File: src/rtl/prime_div3_seq.sv
`default_nettype none
// ============================================================================
// Module   : prime_div3_seq
// Purpose  : Sequential classifier: p = operand is prime, d = nonzero multiple
//            of 3. Bit-serial mod-3 residue, then trial division by a
//            restoring shift-subtract divider (one quotient bit per clock).
// Revision : 1.0  initial release
// ============================================================================
module prime_div3_seq #(
    parameter int WIDTH = 4
) (
    input  logic             clk,
    input  logic             reset,
    input  logic             in_valid,
    output logic             in_ready,
    input  logic [WIDTH-1:0] a,
    output logic             out_valid,
    input  logic             out_ready,
    output logic             p,
    output logic             d
);

    localparam int c_CNT_W = $clog2(WIDTH + 1);

    typedef enum logic [2:0] {
        S_IDLE   = 3'd0,
        S_MOD3   = 3'd1,
        S_CHECK  = 3'd2,
        S_DIVIDE = 3'd3,
        S_DONE   = 3'd4
    } state_t;

    state_t               r_state, w_state_next;
    logic [WIDTH-1:0]     r_n, w_n_next;
    logic [WIDTH-1:0]     r_sh, w_sh_next;      // MSB-first bit stream of n
    logic [WIDTH-1:0]     r_k, w_k_next;
    logic [WIDTH:0]       r_rem, w_rem_next;
    logic [1:0]           r_r3, w_r3_next;
    logic [c_CNT_W-1:0]   r_cnt, w_cnt_next;
    logic                 r_p, w_p_next;
    logic                 r_d, w_d_next;

    logic                 w_bit;
    logic                 w_last;
    logic [2:0]           w_r3_sum;
    logic [1:0]           w_r3_step;
    logic [2*WIDTH-1:0]   w_kk;
    logic [WIDTH:0]       w_rem_sh;
    logic [WIDTH:0]       w_rem_step;
    logic [WIDTH-1:0]     w_k_inc;

    assign w_bit  = r_sh[WIDTH-1];
    assign w_last = (r_cnt == c_CNT_W'(1));

    // 2*r3 + bit is at most 5, so one conditional subtract reduces it mod 3
    assign w_r3_sum  = {r_r3, 1'b0} + {2'b00, w_bit};
    assign w_r3_step = (w_r3_sum >= 3'd3) ? 2'(w_r3_sum - 3'd3) : w_r3_sum[1:0];

    assign w_kk = {{WIDTH{1'b0}}, r_k} * {{WIDTH{1'b0}}, r_k};

    assign w_rem_sh   = (r_rem << 1) | {{WIDTH{1'b0}}, w_bit};
    assign w_rem_step = (w_rem_sh >= {1'b0, r_k}) ? (w_rem_sh - {1'b0, r_k}) : w_rem_sh;

    assign w_k_inc = (r_k == WIDTH'(2)) ? WIDTH'(3) : (r_k + WIDTH'(2));

    always_ff @(posedge clk or posedge reset) begin
        if (reset) begin
            r_state <= S_IDLE;
            r_n     <= '0;
            r_sh    <= '0;
            r_k     <= '0;
            r_rem   <= '0;
            r_r3    <= '0;
            r_cnt   <= '0;
            r_p     <= 1'b0;
            r_d     <= 1'b0;
        end else begin
            r_state <= w_state_next;
            r_n     <= w_n_next;
            r_sh    <= w_sh_next;
            r_k     <= w_k_next;
            r_rem   <= w_rem_next;
            r_r3    <= w_r3_next;
            r_cnt   <= w_cnt_next;
            r_p     <= w_p_next;
            r_d     <= w_d_next;
        end
    end

    always_comb begin
        w_state_next = r_state;
        w_n_next     = r_n;
        w_sh_next    = r_sh;
        w_k_next     = r_k;
        w_rem_next   = r_rem;
        w_r3_next    = r_r3;
        w_cnt_next   = r_cnt;
        w_p_next     = r_p;
        w_d_next     = r_d;

        case (r_state)
            S_IDLE: begin
                if (in_valid) begin
                    w_n_next     = a;
                    w_sh_next    = a;
                    w_r3_next    = 2'd0;
                    w_cnt_next   = c_CNT_W'(WIDTH);
                    w_state_next = S_MOD3;
                end
            end
            S_MOD3: begin
                w_sh_next  = r_sh << 1;
                w_r3_next  = w_r3_step;
                w_cnt_next = r_cnt - c_CNT_W'(1);
                if (w_last) begin
                    w_d_next = (w_r3_step == 2'd0) && (r_n != '0);
                    if ((r_n >> 1) == '0) begin
                        w_p_next     = 1'b0;
                        w_state_next = S_DONE;
                    end else if ((r_n >> 2) == '0) begin
                        w_p_next     = 1'b1;
                        w_state_next = S_DONE;
                    end else begin
                        w_k_next     = WIDTH'(2);
                        w_state_next = S_CHECK;
                    end
                end
            end
            S_CHECK: begin
                if (w_kk > {{WIDTH{1'b0}}, r_n}) begin
                    w_p_next     = 1'b1;
                    w_state_next = S_DONE;
                end else begin
                    w_rem_next   = '0;
                    w_sh_next    = r_n;
                    w_cnt_next   = c_CNT_W'(WIDTH);
                    w_state_next = S_DIVIDE;
                end
            end
            S_DIVIDE: begin
                w_sh_next  = r_sh << 1;
                w_rem_next = w_rem_step;
                w_cnt_next = r_cnt - c_CNT_W'(1);
                if (w_last) begin
                    if (w_rem_step == '0) begin
                        w_p_next     = 1'b0;
                        w_state_next = S_DONE;
                    end else begin
                        w_k_next     = w_k_inc;
                        w_state_next = S_CHECK;
                    end
                end
            end
            S_DONE: begin
                if (out_ready) begin
                    w_state_next = S_IDLE;
                end
            end
            default: begin
                w_state_next = S_IDLE;
            end
        endcase
    end

    assign in_ready  = (r_state == S_IDLE);
    assign out_valid = (r_state == S_DONE);
    assign p         = r_p;
    assign d         = r_d;

endmodule
`default_nettype wire

File: config.mk
export PLATFORM = sky130hd
export DESIGN_NAME = prime_div3_seq
export DESIGN_NICKNAME = d
export VERILOG_FILES = /design/src/rtl/prime_div3_seq.sv
export SDC_FILE = /design/constraint.sdc
export NUM_CORES = 1
export LEC_CHECK = 0
export ABC_AREA = 1
export CAP_MARGIN = 20
export CORE_MARGIN = 2
export CORE_UTILIZATION = 40
export CTS_BUF_LIST = sky130_fd_sc_hd__clkbuf_8
export CTS_CLUSTER_DIAMETER = 30
export DETAILED_ROUTE_END_ITERATION = 7
export HOLD_SLACK_MARGIN = 0.06
export MAX_ROUTING_LAYER = met4
export PLACE_DENSITY = 0.68
export RECOVER_POWER = 50
export SYNTH_ARGS = -nofsm -noshare
export SYNTH_HDL_FRONTEND = slang
export SYNTH_SLANG_ARGS = --single-unit
File: constraint.sdc
create_clock -name clk -period 1.8 [get_ports clk]
set_input_delay 0.27 -clock clk [delete_from_list [all_inputs] [get_ports clk]]
set_output_delay 0.27 -clock clk [all_outputs]
set_load 0.02 [all_outputs]
## Word-level counts from Yosys, hierarchy flattened

Index checks and enable logic that the tools add are counted.

- Muxes and demuxes: 35
- $mul: 1
- Add/subtract/negate cells: 5
- Eq/ne operators: 17
- $lt $le $gt $ge: 3
- Reductions and logical operators: 21
- Bitwise gates (word level): 1

Operator list:

| cell | number |
|---|---|
| 2-to-1 mux 4 bit | 9 |
| 2-to-1 mux 3 bit | 10 |
| inequality test 2 bit, second input constant | 9 |
| case mux 4 bit (2 select lines) | 2 |
| case mux 3 bit (5 select lines) | 1 |
| case mux 4 bit (3 select lines) | 1 |
| AND reduction 6 bit | 2 |
| case mux 3 bit (3 select lines) | 1 |
| greater-than comparator 8 x 4 -> 1 bit | 1 |
| zero test 4 bit | 2 |
| multiplier 4 x 4 -> 8 bit | 1 |
| AND reduction 2 bit | 4 |
| equality test 3 x 1 -> 1 bit, second input constant | 2 |
| equality test 3 x 2 -> 1 bit, second input constant | 2 |
| 2-to-1 mux 1 bit | 6 |
| nonzero test 2 bit | 3 |
| nonzero test 3 bit | 2 |
| greater-or-equal comparator 5 x 4 -> 1 bit | 1 |
| zero test 5 bit | 1 |
| 2-to-1 mux 5 bit | 1 |
| bitwise OR 5 x 1 -> 5 bit | 1 |
| subtractor 5 x 4 -> 5 bit | 1 |
| adder 4 x 2 -> 4 bit, second input constant | 1 |
| equality test 4 x 2 -> 1 bit, second input constant | 1 |
| other kinds (17) | 18 |

- Output and inout bits: 4
- Bits in registers: 26
- Logic and storage cells: 92
- Input bits: 8

## Depth between registers and ports, before layout

Gate-level depths: netlist (run 1).

- Depth after elaboration: 7
- Mapped depth: 16
- Mapped depth without buffers: 16

## Worst setup path after synthesis (run 1)

No wires, ideal clock.

- Path type: register -> register
- Start: reg r_k[2]
- End: reg r_p, in the netlist p
- Path slack: -0.185 ns
- Library setup time: 0.117 ns
- Buffers on the path: 0
- Stages on the path, launching flop included: 14
- Data arrival time: 1.868 ns
- Clock period less this slack: 1.985 ns
- Required time: 1.683 ns
- Path through: dfrtp_1 nand2_1 inv_1 ha_1 ha_1 nand2_1 o31ai_1 o21ai_0 nand3_1 o21ai_0 inv_1 nand3_2 nand2_1 nand2_1

- Word-level cells in the longest chain between the ends: 5
- Elaborated cells on any way between the ends: 9
- Those cells by class: 1 x add/sub; 1 x mul; 2 x order compare; 2 x eq/ne; 1 x mux; 2 x reduce/logical

RTL lines:

| what | line | RTL |
|---|---|---|
| from (decl) | 36 | `logic [WIDTH-1:0] r_k, w_k_next;` |
| from (signal assigned) | 81 | `r_k <= w_k_next;` |
| branches (longest 4 deep; another with multiplier 4 x 4 -> 8 bit) | n/a |  |
| AND reduction 6 bit (no line) * | n/a |  |
| to (signal assigned) | 85 | `r_p <= w_p_next;` |
| to (decl) | 40 | `logic r_p, w_p_next;` |

Mark *: on every way between the ends.
A chain may end at the register's enable or synchronous reset.

## Final worst setup path (run 1)

- Start: reg r_k[1]
- End: reg r_p, in the netlist p

Same word-level chain as after synthesis.

==> results of run 1 <==
[metrics by stage]
| stage | hold slack, ps | area, sq um | setup TNS [ps] | worst slack, ps |
|---|---|---|---|---|
| 2_1_floorplan | 310 | 1910 | -1590 | -148 |
| 3_3_place_gp | 460 | 2260 | -3270 | -233 |
| 3_5_place_dp | 474 | 2260 | -4060 | -278 |
| 4_1_cts | 374 | 2450 | -3680 | -274 |
| 5_1_grt | 539 | 2530 | -5860 | -362 |
| 6_report | 491 | 2530 | -3410 | -250 |
[area by class of cell]
cell class | instances | area [sq um]
inverter | 47 | 179
tap | 54 | 67.6
timing repair buffer | 38 | 315
fill | 453 | 2100
clock buffer | 4 | 55.1
sequential | 26 | 651
multi-input combinational | 185 | 1260
[flip-flops by register name, indices dropped and copies added, names as in the netlist]
name / count
r_cnt: 3
r_rem: 4
r_n: 4
r_k: 4
r_r3: 2
r_sh: 4
r_state: 3
d: 1
p: 1
[worst max-delay path by stage]
| stage | start | endpoint | slack [ps] | cells after the start |
|---|---|---|---|---|
| after detailed placement | r_k[2] | r_sh[2] | -280 | 11 |
| after global routing | r_k[1] | r_sh[0] | -360 | 13 |
| final | r_k[1] | p | -250 | 13 |
| after floorplan | r_k[2] | p | -150 | 13 |
| after CTS | r_k[2] | p | -270 | 13 |
| after global placement | r_k[2] | p | -230 | 14 |
[power by group through the flow]
| stage | clock (mW) | sequential (mW) | combinational, mW |
|---|---|---|---|
| global placement | 0 | 1.00 | 2.80 |
| detailed placement | 0 | 1.00 | 2.84 |
| global route | 0.411 | 1.04 | 3.63 |
| finish | 0.391 | 1.01 | 3.26 |
| floorplan | 0 | 1.01 | 1.91 |
| CTS | 0.391 | 0.995 | 3.10 |
[logic make-up after synthesis]
| logic type | Yosys count | synth area share [%] |
|---|---|---|
| simple gates | 127 | 31.6 |
| buf+inv | 47 | 9.32 |
| compound gates | 37 | 11.6 |
| flops | 26 | 34.4 |
| fa+ha+maj | 17 | 11.6 |
| xor+xnor | 3 | 1.39 |
[what timing repair did]
item | 4_1_cts | 5_1_grt
buffers inserted | 5 | 1
pin swaps | 8 | 15
gates cloned | 1 | 0
resized for setup | 19 | 21
endpoints found under the setup margin | 21 | 19
[per-layer routing]
| metal | part of all wire [%] | up-vias | GRT usage [%] |
|---|---|---|---|
| met2 | 51 | 31 | 32.8 |
| met4 | 0.96 | 0 | 5.14 |
| met5 | 0 | - | - |
| li1 | - | 917 | - |
| met1 | 45 | 841 | 23.0 |
| met3 | 2.9 | 6 | 1.66 |
[layout by cell type, fill, tap and decap left out, types with 2 or more instances in the layout]
cell type and count:
a21oi_1 8, buf_4 24, buf_6 2, clkbuf_8 4, clkdlybuf4s50_1 8, dfrtp_1 26
dlygate4sd2_1 2, ha_1 9, ha_4 6, inv_1 38, inv_2 8, nand2_1 55
nand2_2 16, nand3_1 13, nand3_4 5, nand4_1 5, nor2_1 21, nor2_2 4
nor2_4 2, nor3_1 2, o21ai_0 7, o21ai_1 5, o21ai_2 2, o22ai_1 3
o22ai_2 4, xnor2_1 2
[critical path, cell delays in order (launching register included)]
cell and delay [ps]:
dfrtp_1 440, nand2_1 90, inv_2 50, ha_4 240, ha_4 260, nand2_2 50
o31ai_1 210, o21ai_1 120, nand3_1 120, o21ai_1 80, inv_1 110, nand3_2 80
nand2_1 70, nand2_1 50
==> out/qor.csv, run 1 <==
metric,value,unit
status,"finished, violations left",
violations,negative setup slack,
row_count,25,
reg2reg_from,r_k[1],
cts_buffers,3,
crit_path_end_kind,flop,
track_usage,18.7,%
drcViolationCount,0,
h-tree-depth,1,
yosysUniqueCellTypes,31,
hp-class,flop to flop,
gp_congestion,0.919,
finalCritPeriodShare,114,%
die_h,72.8,um
ys_async_sr_fraction,100,%
finalWirelength,4.58,mm
drive_gt1_share,29.3,%
syn_inst,257,
first_global_vias,1783,
finalSetupViolations,19,
grt_start_max_net_pins,27,
routedWlPerCell,12.9,um
synth_area_leader_cell,dfrtp_1,
num_vias,1795,
grt_overflow,0,
finalHoldViolations,0,
power_frac_seq,21.7,%
finClkSkew,5.37,ps
vdd_drop_max,1.00,mV
hpwl,3.31,mm
place_inst,345,
ant_nets,0,
swShare,49.1,%
cts_buffer_depth,2,
avgViaCountPerCell,5.07,
rsz0062_at_grt,true,
slew_headroom,56.0,%
min_period,2050,ps
rr_worst_depth,13,
crit_arrival,2220,ps
insertion_delay,270,ps
cts_tree,done,
dieArea,5300,sq um
dr.pass1.iters,4,
clk_pin_slew,100,ps
min_from,p,
powerDensity,1840,nW/um^2
cts_sinks,26,
utilization,54.7,%
maxCapViolations,0,
comb_power_share,69.9,%
p_sw,2.29,mW
max_slew.worst_pin.slew,660,ps
portBuffers,11,
clkPwrFrac,8.4,%
ys.flop_type,dfrtp_1,
cp_data_required_time,1970,ps
dieWidth,72.8,um
synth_top_area_share,34.4,%
synth_nets,282,
r2r-end,p,
final_net_count,326,
syn_area,1890,sq um
area_growth,33.8,%
power,4.66,mW
synth_edf_count,0,
yosys-top-cells-area,"dfrtp_1, nand2_1, ha_1, inv_1, nor2_1",
grt_first_pass_wirelength,7.58,mm
critPathMaxFanout,4,
whs_endpoint,p,
layout_setup_ws,-250,ps
cts_root_buf,clkbuf_8,
stdcell_count,354,
n_antenna_cell,0,
yosysMostFrequentCell,nand2_1,
p_int,2.37,mW
fmax,488,MHz
syn_avg_cell_area,7.36,sq um
drtIter0Drc,80,
core_area,4630,sq um
initial_core_util,40.9,%
yosysWarnings,0,
critPathLaunchType,flop,
drv_slew,0,
p_leak,1.30,nW
path_class,flop to flop,
ys_ff_latch,26,
ioPinCount,12,
cts_hold_buf,0,
rrSetupSlack,-250,ps
ys_seq_area_share,34.4,%
synthTopCellsByCount,"nand2_1, inv_1, dfrtp_1, nor2_1, ha_1",
grt_antenna_before_repair,0,
whs_path_depth,2,
(Power assumes the default switching activity.)
==> inputs of run 2 (changes only) <==
--- a/config.mk
+++ b/config.mk
@@ -12,10 +12,13 @@
 export CTS_BUF_LIST = sky130_fd_sc_hd__clkbuf_8
 export CTS_CLUSTER_DIAMETER = 30
 export DETAILED_ROUTE_END_ITERATION = 7
+export GPL_TIMING_DRIVEN = 0
 export HOLD_SLACK_MARGIN = 0.06
 export MAX_ROUTING_LAYER = met4
 export PLACE_DENSITY = 0.68
 export RECOVER_POWER = 50
+export SKIP_LAST_GASP = 1
 export SYNTH_ARGS = -nofsm -noshare
 export SYNTH_HDL_FRONTEND = slang
 export SYNTH_SLANG_ARGS = --single-unit
+export TNS_END_PERCENT = 20
==> out/qor.csv, run 2 (synthesized netlist as in run 1, its figures left out) <==
metric,value,unit,change
rrSetupSlack,-250,ps,about the same
first_global_vias,1692,,-5.1%
rr_worst_depth,13,,unchanged
drtIter0Drc,89,,+11%
finClkSkew,3.83,ps,-1.54 ps
avgViaCountPerCell,5.09,,+0.37%
final_net_count,309,,-5.2%
min_period,2050,ps,+4.79 ps
violations,negative setup slack,,
routed.top_layer,met4,,
cpPeakStageDelay,440,ps,about the same
status,"finished, violations left",,
drv_slew,0,,unchanged
wl_met3,137,um,+4.6%
cp_data_required_time,1960,ps,about the same
dr.pass1.iters,4,,unchanged
reg2reg_from,r_k[2],,
r2r-end,p,,
routedWlPerCell,12.7,um,-2.0%
row_count,25,,unchanged
cts_buffers,3,,unchanged
cts_sinks,26,,unchanged
finalWirelength,4.26,mm,-7.0%
crit_path_end_kind,flop,,
area_growth,26.4,%,
grt_overflow,0,,unchanged
ioPinCount,12,,unchanged
critPathLaunchType,flop,,
wl_met1,1.89,mm,-8.3%
wl_met2,2.16,mm,-7.8%
rsz0062_at_grt,true,,
h-tree-depth,1,,unchanged
ant_nets,0,,unchanged
place_ws,-386,ps,-108 ps
n_antenna_cell,0,,unchanged
vdd_drop_max,1.02,mV,+1.8%
grt_antenna_before_repair,0,,unchanged
final_area,2390,sq um,-5.5%
hpwl,3.03,mm,-8.4%
slowest_stage,dfrtp_2,,
path_class,flop to flop,,
powerDensity,1800,nW/um^2,-2.3%
hp-class,input port to asynchronous set/reset pin,,
portBuffers,11,,unchanged
final_common_cell,nand2_1,,
dieArea,5300,sq um,unchanged
track_usage,17.4,%,-1.3 points
cts_buffer_depth,2,,unchanged
fmax,487,MHz,-0.23%
layout_setup_ws,-255,ps,-4.79 ps
cts_tree,done,,
worst-path-buf-inv,2,,unchanged
max_slew.worst_pin.slew,806,ps,+145 ps
insertion_delay,260,ps,about the same
cts_hold_buf,0,,unchanged
num_vias,1710,,-4.7%
gp_congestion,0.852,,-7.3%
path_cells,"nand2_2, inv_2, ha_4, ha_4, nand2_4, o31ai_4, o21ai_2, nand3_1, o21ai_1, inv_1, nand3_2, nand2_1, nand2_1",,
grt_first_pass_wirelength,7.20,mm,-5.1%
drcViolationCount,0,,unchanged
cts_root_buf,clkbuf_8,,
maxCapViolations,0,,unchanged
die_h,72.8,um,unchanged
placed_cell_area,2080,sq um,-8.3%
critPathMaxFanout,4,,unchanged
finalHoldViolations,0,,unchanged
grt_start_max_net_pins,27,,unchanged
core_area,4630,sq um,unchanged
final_cell_mix,"nand2_1, inv_1, dfrtp_1",,
p_leak,1.23,nW,-6.0%
path_delay_family,adder cells,,
slew_headroom,46.2,%,-9.8 points
finalSetupViolations,20,,+1
dieWidth,72.8,um,unchanged
initial_core_util,40.9,%,unchanged
crit_arrival,2220,ps,about the same
clk_pin_slew,90,ps,about the same
finalCritPeriodShare,114,%,+0.27 points
drive_gt1_share,24.1,%,-5.2 points
-- run 2: changes by cell type in the layout (fill, tap and decap cells not counted), moves of 3 or more --
cell / before / now
o22ai_2: 4 / 1
o22ai_1: 3 / 6
nand2_1: 55 / 59
dfrtp_2: 0 / 4
nand2_2: 16 / 10
dfrtp_1: 26 / 22
buf_4: 24 / 6
-- run 2: power breakdown --
part | leakage (nW) | switching (mW) | internal [mW]
combinational | 0.881 | 1.81 | 1.15
sequential | 0.324 | 0.198 | 0.823
clock | 0.0216 | 0.176 | 0.150
-- run 2: stage by stage --
stage / hold WS [ps] / instances / utilization (%) / power (mW) / setup TNS (ps)
2_1_floorplan: 310 / 257 / - / 2.90 / -1880
3_3_place_gp: 457 / 322 / 44.9 / 3.40 / -5700
3_5_place_dp: 466 / 322 / 44.9 / 3.43 / -6150
4_1_cts: 489 / 331 / 47.3 / 3.87 / -4720
5_1_grt: 426 / 336 / 51.6 / 4.70 / -5670
6_report: 392 / 336 / 51.6 / 4.30 / -3780
-- run 2: metal layers --
metal | global-route usage [%] | vias up
met5 | - | -
li1 | - | 880
met4 | 5.56 | 0
met3 | 0.829 | 8
met2 | 30.7 | 28
met1 | 21.4 | 794
-- run 2: final cells by class --
class | count | area [sq um]
Fill cell | 419 | 2240
Multi-Input combinational cell | 185 | 1240
Sequential cell | 26 | 656
Timing Repair Buffer | 21 | 213
Inverter | 47 | 176
Tap cell | 54 | 67.6
Clock buffer | 3 | 41.3
-- run 2: how the worst max path moves through the flow --
stage                       to  slack (ps)  depth (start not counted)        from
global route        r_state[1]        -350                         13      r_k[2]
CTS                   in_ready        -290                          4  r_state[0]
global placement             p        -350                         13      r_k[1]
finish                       p        -250                         13      r_k[2]
floorplan                    p        -150                         13      r_k[2]
detailed placement    r_rem[2]        -390                          8      r_k[1]
-- run 2: worst reg2reg max path, delay by kind of cell (launching register included) --
family                   cells  cell delay (ps)
flip-flops                   1              440
buffers and inverters        2              150
adder cells (fa/ha/maj)      2              520
AO/OA/AOI/OAI                3              400
AND/OR/NAND/NOR              6              440
-- run 2: what timing repair did --
| item | in CTS | in global routing |
|---|---|---|
| gates cloned | 1 | 0 |
| pin swaps | 3 | 17 |
| setup endpoints to repair | 21 | 21 |
| buffers inserted | 5 | 4 |
| resized for setup | 12 | 29 |
